### config.mk
export PLATFORM = sky130hd
export DESIGN_NAME = stopwatch_spi_display
export DESIGN_NICKNAME = d
export VERILOG_FILES = /design/src/rtl/stopwatch_spi_display.sv
export SDC_FILE = /design/constraint.sdc
export NUM_CORES = 1
export LEC_CHECK = 0
export ABC_AREA = 1
export BUFFER_PORTS_ARGS = -buffer_cell sky130_fd_sc_hd__buf_2
export CAP_MARGIN = 10
export CORE_MARGIN = 2
export CORE_UTILIZATION = 40
export CTS_CLUSTER_SIZE = 28
export DETAILED_ROUTE_END_ITERATION = 12
export MAX_ROUTING_LAYER = met4
export SKIP_LAST_GASP = 1
export SLEW_MARGIN = 25
export SYNTH_ARGS = -nofsm -noshare
export SYNTH_HDL_FRONTEND = slang
export SYNTH_SLANG_ARGS = --single-unit
export TNS_END_PERCENT = 50
### constraint.sdc
create_clock -name clk -period 2.5 [get_ports clk]
set_input_delay 0 -clock clk [delete_from_list [all_inputs] [get_ports clk]]
set_output_delay 0 -clock clk [all_outputs]
set_load 0.005 [all_outputs]
### src/rtl/stopwatch_spi_display.sv
// rtl/stopwatch_spi_display.sv - MAX7219-style SPI display driver for the stopwatch
// Sends the 5-frame init sequence, then refreshes digits 1-6 from a per-pass snapshot.
module stopwatch_spi_display #(
    parameter int unsigned CLK_DIV = 4
) (
    input  logic       clk,
    input  logic       res,
    input  logic       ena,
    input  logic [3:0] ces_0X,
    input  logic [3:0] ces_X0,
    input  logic [3:0] sec_0X,
    input  logic [2:0] sec_X0,
    input  logic [3:0] min_0X,
    input  logic [2:0] min_X0,
    output logic       sclk,
    output logic       mosi,
    output logic       cs_n,
    output logic       init_done
);
    typedef enum logic [1:0] {ST_INIT, ST_REFRESH, ST_HOLD} state_t;

    localparam logic [7:0] DIV_LAST = 8'(CLK_DIV - 1);

    state_t      state_q, state_d, saved_q, saved_d, st_start, st_next;
    logic [2:0]  idx_q, idx_d, idx_start, idx_next;
    logic        busy_q, busy_d, start;
    logic [5:0]  slot_q, slot_d;
    logic [7:0]  div_q, div_d;
    logic [15:0] frame_q, frame_d;
    logic [21:0] snap_q, snap_d, live_snap;
    logic        init_done_q, init_done_d;
    logic        sclk_q, sclk_d, mosi_q, mosi_d, cs_n_q, cs_n_d;
    logic [3:0]  bit_sel;

    // Snapshot layout: {min_X0, min_0X, sec_X0, sec_0X, ces_X0, ces_0X}
    function automatic logic [15:0] frame_word(input state_t st, input logic [2:0] idx,
                                               input logic [21:0] s);
        logic [15:0] w;
        if (st == ST_INIT) begin
            case (idx)
                3'd0:    w = 16'h09FF;
                3'd1:    w = 16'h0A08;
                3'd2:    w = 16'h0B05;
                3'd3:    w = 16'h0C01;
                default: w = 16'h0F00;
            endcase
        end else begin
            case (idx)
                3'd0:    w = {8'h01, 4'h0, s[3:0]};
                3'd1:    w = {8'h02, 4'h0, s[7:4]};
                3'd2:    w = {8'h03, 4'h8, s[11:8]};
                3'd3:    w = {8'h04, 5'h00, s[14:12]};
                3'd4:    w = {8'h05, 4'h8, s[18:15]};
                default: w = {8'h06, 5'h00, s[21:19]};
            endcase
        end
        return w;
    endfunction

    always_comb begin
        state_d     = state_q;
        saved_d     = saved_q;
        idx_d       = idx_q;
        busy_d      = busy_q;
        slot_d      = slot_q;
        div_d       = div_q;
        frame_d     = frame_q;
        snap_d      = snap_q;
        init_done_d = init_done_q;
        start       = 1'b0;
        st_start    = state_q;
        idx_start   = idx_q;
        st_next     = state_q;
        idx_next    = idx_q;
        live_snap   = {min_X0, min_0X, sec_X0, sec_0X, ces_X0, ces_0X};

        // Sequence advance, only meaningful at the end of a frame
        if (state_q == ST_INIT) begin
            st_next  = (idx_q == 3'd4) ? ST_REFRESH : ST_INIT;
            idx_next = (idx_q == 3'd4) ? 3'd0 : idx_q + 3'd1;
        end else begin
            st_next  = ST_REFRESH;
            idx_next = (idx_q == 3'd5) ? 3'd0 : idx_q + 3'd1;
        end

        if (busy_q) begin
            if (div_q == DIV_LAST) begin
                div_d = 8'd0;
                if (slot_q == 6'd33) begin
                    if (ena) begin
                        start     = 1'b1;
                        st_start  = st_next;
                        idx_start = idx_next;
                    end else begin
                        busy_d  = 1'b0;
                        state_d = ST_HOLD;
                        saved_d = st_next;
                        idx_d   = idx_next;
                    end
                end else begin
                    slot_d = slot_q + 6'd1;
                end
                if (slot_q == 6'd32 && state_q == ST_INIT && idx_q == 3'd4) begin
                    init_done_d = 1'b1;
                end
            end else begin
                div_d = div_q + 8'd1;
            end
        end else if (ena) begin
            start     = 1'b1;
            st_start  = (state_q == ST_HOLD) ? saved_q : state_q;
            idx_start = idx_q;
        end

        if (start) begin
            busy_d  = 1'b1;
            slot_d  = 6'd0;
            div_d   = 8'd0;
            state_d = st_start;
            idx_d   = idx_start;
            if (st_start == ST_REFRESH && idx_start == 3'd0) begin
                snap_d  = live_snap;
                frame_d = frame_word(st_start, idx_start, live_snap);
            end else begin
                frame_d = frame_word(st_start, idx_start, snap_q);
            end
        end

        // Outputs are decoded from next-state so the pins come straight from flops
        bit_sel = ~slot_d[4:1];
        cs_n_d  = !(busy_d && slot_d < 6'd33);
        sclk_d  = busy_d && slot_d < 6'd32 && slot_d[0];
        mosi_d  = busy_d && slot_d < 6'd32 && frame_d[bit_sel];
    end

    always_ff @(posedge clk or posedge res) begin
        if (res) begin
            state_q     <= ST_INIT;
            saved_q     <= ST_INIT;
            idx_q       <= 3'd0;
            busy_q      <= 1'b0;
            slot_q      <= 6'd0;
            div_q       <= 8'd0;
            frame_q     <= 16'h0000;
            snap_q      <= 22'd0;
            init_done_q <= 1'b0;
            sclk_q      <= 1'b0;
            mosi_q      <= 1'b0;
            cs_n_q      <= 1'b1;
        end else begin
            state_q     <= state_d;
            saved_q     <= saved_d;
            idx_q       <= idx_d;
            busy_q      <= busy_d;
            slot_q      <= slot_d;
            div_q       <= div_d;
            frame_q     <= frame_d;
            snap_q      <= snap_d;
            init_done_q <= init_done_d;
            sclk_q      <= sclk_d;
            mosi_q      <= mosi_d;
            cs_n_q      <= cs_n_d;
        end
    end

    assign sclk      = sclk_q;
    assign mosi      = mosi_q;
    assign cs_n      = cs_n_q;
    assign init_done = init_done_q;
endmodule

# After elaboration in Yosys (flattened, before gate mapping)
# Index checks and enable logic that the tools add are counted.
# W data, S select, Z words.
classes:
  addsub: 3
  reduce_logical: 18
  n_eq_ne: 12
  order_cmp: 3
  mux: 49
  bitwise_logic: 2
ops:
  columns: ["cell", "n"]
  rows:
  - ["$pmux W11 S5", 2]
  - ["$mux W16", 4]
  - ["$pmux W11 S4", 1]
  - ["$mux W3", 12]
  - ["$mux W6", 4]
  - ["$mux W8", 3]
  - ["$mux W2", 11]
  - ["$eq A6 B6 Y1 const B", 2]
  - ["$lt A6 B6 Y1 const B", 2]
  - ["$mux W1", 11]
  - ["$eq A3 B3 Y1 const B", 3]
  - ["$add A8 B1 Y8 const B", 1]
  - ["$eq A8 B2 Y1 const B", 1]
  - ["$reduce_and A4 Y1", 2]
  - ["$logic_and A1 B1 Y1", 7]
  - ["$add A6 B1 Y6 const B", 1]
  - ["$eq A3 B2 Y1 const B", 2]
  - ["$reduce_bool A2 Y1", 3]
  - ["$lt A4 B5 Y1 const B", 1]
  - ["$bmux W1 S4", 1]
  - ["$logic_not A2 Y1", 2]
  - ["$not A4 Y4", 1]
  - ["$add A3 B1 Y3 const B", 1]
  - ["$eq A3 B1 Y1 const B", 1]
  - ["other kinds (8)", 8]
totals:
  in_bits: 25
  regBits: 64

# Logic depth before layout (Yosys ltp)
depth:
  depth_word: 15
  mapped_depth: 21
  ltp_nobuf: 21

# Least setup slack after synthesis
# Ideal clock, no wire load.
synth_timing:
  path_kind: "flip-flop to flip-flop"
  from: "reg div_q[0]"
  to: "reg snap_q[12]"
  n_path_buf: 1
  t_arrival_ps: 2090
  setup_ps: 125
  setup_slack_ps: 285
  synth_period_minus_slack_ps: 2215
  required_time_ps: 2375
  stages_incl_launch_ff: 15
  cell_sequence: "dfrtp_1 > ha_1 > nand2_1 > nor2_1 > nand2_1 > nor2_4 > nand3_1 > nand2_4 > nand2_4 > nor2_8 > nand3_4 > inv_4 > nand2_2 > buf_6 > mux2_4"
synth_via:
  elab_chain_cells: 6
  word_cells_on_any_way: 11
  classes_between: "eq/ne (2); mux (6); reduce/logical (3)"
synth_lines:
  columns: ["item", "line_no", "rtl"]
  rows:
  - ["start, declared", "28", "logic [7:0] div_q, div_d;"]
  - ["start signal, assigned", "156", "div_q <= div_d;"]
  - ["$eq A8 B2 Y1 *", "87", "if (div_q == DIV_LAST) begin"]
  - ["$mux W2 or $mux W3 (tied branches)", "87", null]
  - ["$mux W2 or $mux W3 (tied branches)", "86", "if (busy_q) begin"]
  - ["$eq A2 B1 Y1 or $logic_not A3 Y1 (tied branches)", "121", "if (st_start == ST_REFRESH && idx_start == 3'd0) begin"]
  - ["$logic_and A1 B1 Y1", "121", null]
  - ["$reduce_and A2 Y1 (no line) *", null, null]
  - ["end signal, assigned", "158", "snap_q <= snap_d;"]
  - ["end, declared", "30", "logic [21:0] snap_q, snap_d, live_snap;"]
# Mark *: on every way between the ends. The rest lies on a longest branch, timed or not.
# A chain may end at the register's enable or synchronous reset.

# Final worst setup path
layout_timing:
  from: "reg div_q[1]"
  to: "reg mosi_q, in the netlist mosi"
layout_via:
  elab_chain_cells: 11
  word_cells_on_any_way: 34
  classes_between: "order compare (1); eq/ne (6); mux (21); bitwise (1); reduce/logical (5)"
layout_lines:
  columns: ["item", "line_no", "rtl"]
  rows:
  - ["$eq A8 B2 Y1 *", "87", null]
  - ["$mux W3", "87", null]
  - ["$mux W3", "86", null]
  - ["$eq A3 B2 Y1 (tied with other cells)", "40", "case (idx)"]
  - ["$pmux W11 S4", "40", null]
  - ["$mux W16", "39", "if (st == ST_INIT) begin"]
  - ["$mux W16", "121", null]
  - ["$mux W16 *", "115", "if (start) begin"]
  - ["via frame_d[5]", "29", "logic [15:0] frame_q, frame_d;"]
  - ["$bmux W1 S4 *", "133", "mosi_d = busy_d && slot_d < 6'd32 && frame_d[bit_sel];"]
  - ["$mux W1 (implied by the code) *", "133", null]
  - ["$logic_and A1 B1 Y1 *", "133", null]
  - ["via mosi_d", "32", "logic sclk_q, sclk_d, mosi_q, mosi_d, cs_n_q, cs_n_d;"]
  - ["end signal, assigned", "161", "mosi_q <= mosi_d;"]
  - ["end, declared", "32", null]
# The timed path passes the listed nets; every way through them passes the cells marked *. The select of a mux whose other input is x is not followed.

==> impl_summary.log <==
INFO  metric endpoint_kind = register
INFO  metric total_leakage_power = 2.396 nW
INFO  metric finalSetupViolations = 0
INFO  metric maxClockFrequency = 409.9 MHz
INFO  metric critPathRequiredTime = approximately 2800 ps
INFO  metric layout.nets = 578
INFO  metric critical_path.reg2reg.startpoint = div_q[1]
INFO  metric cp-startpoint = div_q[1]
INFO  metric netlist_instances = ~460
INFO  metric globalplace.congestion = 1.004
INFO  metric chipWidth = 99.79 um
INFO  metric ant_nets = 0
INFO  metric tightestPinTransition = 412.8 ps
INFO  metric number_of_antenna_violations_at_the_first_check_in_global_routing = 0
INFO  metric period_share = 97.59%
INFO  metric total_power = 2.919 mW
INFO  metric drt_wl_total = a little over 9 mm
INFO  metric timing_max_transition_violations_final = 0
INFO  metric final_cell_area = 0.004827 mm2
INFO  metric final_period_demand_of_the_worst_path = 2440 ps
INFO  metric ctsHtreeMaxLevel = 3
INFO  metric cts.sinks = 63
INFO  metric drc = 0
INFO  metric rsz0062_at_grt = yes
INFO  metric placedInstanceArea = approximately 0.0041 mm2
INFO  metric post_layout_nonfiller_instances = approximately 660
INFO  metric worst_clock_skew = 9.893 ps
INFO  metric post-dp-hpwl = 6.571 mm
INFO  metric synthesis.area = 0.003670 mm2
INFO  metric io-pin-count = 29
INFO  metric drt_pre_antenna_iters = 4
INFO  metric finalHoldViolations = 0
INFO  metric clock_path_buffers = 2
INFO  metric peakVddDrop = 0.0002916 V
INFO  metric yosys.cell_types.count = 42
INFO  metric drt-wirelength-per-cell = 14.01 um
INFO  metric synth_seq_cells = between 60 and 70
INFO  metric grt.total_usage = 19.84%
INFO  metric finish.utilization = 54.82%
INFO  metric initial_utilization = 41.67%
INFO  metric slowest_stage = sky130_fd_sc_hd__dfrtp_1
INFO  metric core = 0.008806 mm2
INFO  metric power_density = roughly 600 mW/mm2
INFO  metric wire_length_of_the_first_global_routing_pass = ~15 mm
INFO  metric clk_root_buffer_cell = sky130_fd_sc_hd__clkbuf_8
INFO  metric dieHeight = 99.79 um
INFO  metric synth_seq_area_share = 42.99%
INFO  metric synth_to_final_area_change = 31.54%
INFO  metric antenna-diode-count = 0
INFO  metric timing.max_slew.rel_slack = slightly above 70%
INFO  metric tritoncts = done
INFO  metric critical_path_arrival = between 2000 and 3000 ps
INFO  metric n_fill_cell = about 840
INFO  metric critical_path_peak_fanout = 7
INFO  metric num_vias = 3,315
INFO  metric worstHoldPathType = in2async
INFO  metric placed_cells = about 610
INFO  metric timing.setup.critical_path_class = reg2reg
INFO  metric grt.overflow.total = 0
INFO  metric avgSynthCellArea = 8.013 um2
INFO  metric syn-num-nets = 490
INFO  metric clk-insertion-delay-late = 350 ps
INFO  metric start_kind = register
INFO  metric std_cell_rows = 34
INFO  metric final_layout_size_suffix_gt1_share = 28.49%
INFO  metric dr.first_iter.drc_count = 140
INFO  metric cts.reportedPaths.clkPinSlew = 80 ps
INFO  metric numPortBuffers = 28
INFO  metric crit_chain = ha_2 > nand2_2 > nor2_2 > nand2_2 > nor2_4 > nand3_2 > nand2_4 > nand2_8 > nor2_8 > buf_4 > nand2_2 > nand2_1 > a21oi_1 > a21oi_1 > a21oi_1 > a21oi_2
INFO  metric vias_per_cell = slightly above 5
INFO  metric yosys_warnings = 0
INFO  metric number_of_global_route_vias_before_repair = 3,276
INFO  metric cts_made_buffers = 9
INFO  metric largest_net_degree_at_the_start_of_global_routing = 28
INFO  metric fp.dieArea = 0.009957 mm2
INFO  metric slowest_delay = 380 ps
INFO  metric cap_viol_max_count = 0
INFO  metric outcome = finished clean
-- per-layer routing --
| layer | wire, um | track usage, % |
|---|---|---|
| met5 | 0 | - |
| met4 | 146 | 6.744 |
| met3 | 317 | 4.178 |
| met2 | 4338 | 31.13 |
| met1 | 4430 | 25.70 |
-- registers in the layout, indices dropped and copies added (netlist names) --
| signal | count |
|---|---|
| frame_q | 16 |
| idx_q | 3 |
| state_q | 2 |
| busy_q | 1 |
| mosi | 1 |
| div_q | 8 |
| init_done | 1 |
| slot_q | 6 |
| sclk | 1 |
| cs_n | 1 |
| snap_q | 22 |
| saved_q | 1 |
-- layout by cell type (no fill, tap or decap), types with 3 or more instances in the layout --
cell type,synthesis,layout
sky130_fd_sc_hd__nand2_1,100,92
sky130_fd_sc_hd__dfrtp_1,62,61
sky130_fd_sc_hd__inv_1,60,57
sky130_fd_sc_hd__nor2_1,47,41
sky130_fd_sc_hd__o21ai_0,34,33
sky130_fd_sc_hd__buf_4,2,32
sky130_fd_sc_hd__buf_2,2,28
sky130_fd_sc_hd__dlygate4sd3_1,0,24
sky130_fd_sc_hd__a21oi_1,20,20
sky130_fd_sc_hd__nand3_1,25,18
sky130_fd_sc_hd__nand2_2,5,11
sky130_fd_sc_hd__nand3_4,2,9
sky130_fd_sc_hd__clkbuf_8,0,9
sky130_fd_sc_hd__nor3_1,8,8
sky130_fd_sc_hd__nand4_1,8,8
sky130_fd_sc_hd__nor2_4,3,7
sky130_fd_sc_hd__inv_2,4,6
sky130_fd_sc_hd__xor2_1,6,6
sky130_fd_sc_hd__o22ai_1,6,6
sky130_fd_sc_hd__nor2_2,4,6
sky130_fd_sc_hd__a21oi_2,6,6
sky130_fd_sc_hd__o21ai_2,6,6
sky130_fd_sc_hd__nand3_2,5,5
sky130_fd_sc_hd__mux2_4,5,5
sky130_fd_sc_hd__ha_1,7,5
sky130_fd_sc_hd__nand2_4,4,4
sky130_fd_sc_hd__a41oi_1,4,3
-- power by group --
group / leakage [nW] / switching, mW / internal (mW)
Sequential: 0.783 / 0.0872 / 1.12
Combinational: 1.51 / 0.430 / 0.283
Clock: 0.105 / 0.431 / 0.562
-- synthesized netlist by cell type --
library cell	number	area, um2
sky130_fd_sc_hd__nand2_1	100	375.4
sky130_fd_sc_hd__nor2_8	1	20.02
sky130_fd_sc_hd__nand2_2	5	31.28
sky130_fd_sc_hd__inv_2	4	15.01
sky130_fd_sc_hd__o31ai_1	2	15.01
sky130_fd_sc_hd__nand4_2	1	12.51
sky130_fd_sc_hd__ha_1	7	87.58
sky130_fd_sc_hd__buf_2	2	10.01
sky130_fd_sc_hd__xor2_1	6	52.55
sky130_fd_sc_hd__nor2_1	47	176.4
sky130_fd_sc_hd__a21oi_2	6	52.55
sky130_fd_sc_hd__nand3_1	25	125.1
sky130_fd_sc_hd__dfstp_2	1	26.28
sky130_fd_sc_hd__a31oi_1	1	6.260
sky130_fd_sc_hd__dfrtp_1	62	1551
sky130_fd_sc_hd__a22oi_1	1	7.510
sky130_fd_sc_hd__or2_2	1	6.260
sky130_fd_sc_hd__o21ai_2	6	52.55
sky130_fd_sc_hd__nor2_4	3	33.78
sky130_fd_sc_hd__clkbuf_2	1	5.000
sky130_fd_sc_hd__o22ai_1	6	37.54
sky130_fd_sc_hd__nand2_4	4	45.04
sky130_fd_sc_hd__a211oi_1	2	15.01
sky130_fd_sc_hd__nand4_1	8	50.05
sky130_fd_sc_hd__a22o_1	1	8.760
sky130_fd_sc_hd__clkbuf_1	3	11.26
sky130_fd_sc_hd__o41ai_1	1	8.760
sky130_fd_sc_hd__o21ai_0	34	170.2
sky130_fd_sc_hd__nand3_4	2	35.03
sky130_fd_sc_hd__nor2_2	4	25.02
sky130_fd_sc_hd__buf_6	2	22.52
sky130_fd_sc_hd__nand3_2	5	50.05
sky130_fd_sc_hd__inv_1	60	225.2
sky130_fd_sc_hd__a21oi_1	20	100.1
sky130_fd_sc_hd__buf_4	2	15.01
sky130_fd_sc_hd__xnor2_1	1	8.760
sky130_fd_sc_hd__a41oi_1	4	35.03
sky130_fd_sc_hd__nor3_1	8	40.04
sky130_fd_sc_hd__inv_4	1	6.260
sky130_fd_sc_hd__nand3b_1	1	7.510
sky130_fd_sc_hd__o211ai_1	2	15.01
sky130_fd_sc_hd__mux2_4	5	75.07
-- timing repair --
action / 4_1_cts / 5_1_grt
pin swaps: 0 / 17
hold buffers: 24 / 0
cloned: 0 / 0
buffers inserted: 0 / 13
hold endpoints to repair: 35 / 0
endpoints found under the setup margin: 19 / 28
resized for setup: 0 / 48
-- stage by stage --
stage	hold WS, ps	setup WS (ps)	setup TNS (ps)
global route	166.8	-136.4	-1765
detailed placement	-28.27	-23.17	-59.21
CTS	139.3	-43.38	-501.7
finish	146.1	60.32	0
floorplan	148.5	285.1	0
global placement	-30.00	-25.78	-25.78
-- cell families (layout without fill, tap and decap cells) --
logic type                 after synthesis  in the layout  share of synthesized area (%)
buffers and inverters                   75            168                          8.455
AOI/OAI and AO/OA                       86             86                          14.29
adders and majority gates                7              7                          2.387
DFF                                     63             63                          42.99
muxes                                    5              5                          2.046
xor gates and xnor gates                 7              7                          1.671
and+or+nand+nor                        215            215                          28.16
-- path summary, 6_finish.rpt --
check | to | slack [ps] | depth (start not counted)
setup / recovery | mosi | 60 | 16
hold / removal | div_q[5] | 150 | 3
setup reg to reg | mosi | 60 | 16
hold reg to reg | init_done | 460 | 2
max in group asynchronous | cs_n | 1680 | 4
min in group clk | snap_q[20] | 420 | 3
-- final cells by class --
| cell class | instances | area (um2) | share of cell area [%] |
|---|---|---|---|
| inverter | 65 | 249.0 | 5.158 |
| multi-input combinational | 320 | 1979 | 41.01 |
| timing repair buffer | 87 | 663.1 | 13.74 |
| sequential | 63 | 1579 | 32.71 |
| tap | 108 | 135.1 | 2.799 |
| clock buffer | 9 | 123.9 | 2.566 |
| clock inverter | 7 | 97.59 | 2.022 |
-- critical path: cells and delay by family (launching register included) --
family,cells,cell delay [ps]
compound gates,4,420
buf+inv,1,160
flops,1,380
fa+ha+maj,1,220
simple gates,10,1200
No activity file was read; power rests on OpenSTA's default activity.
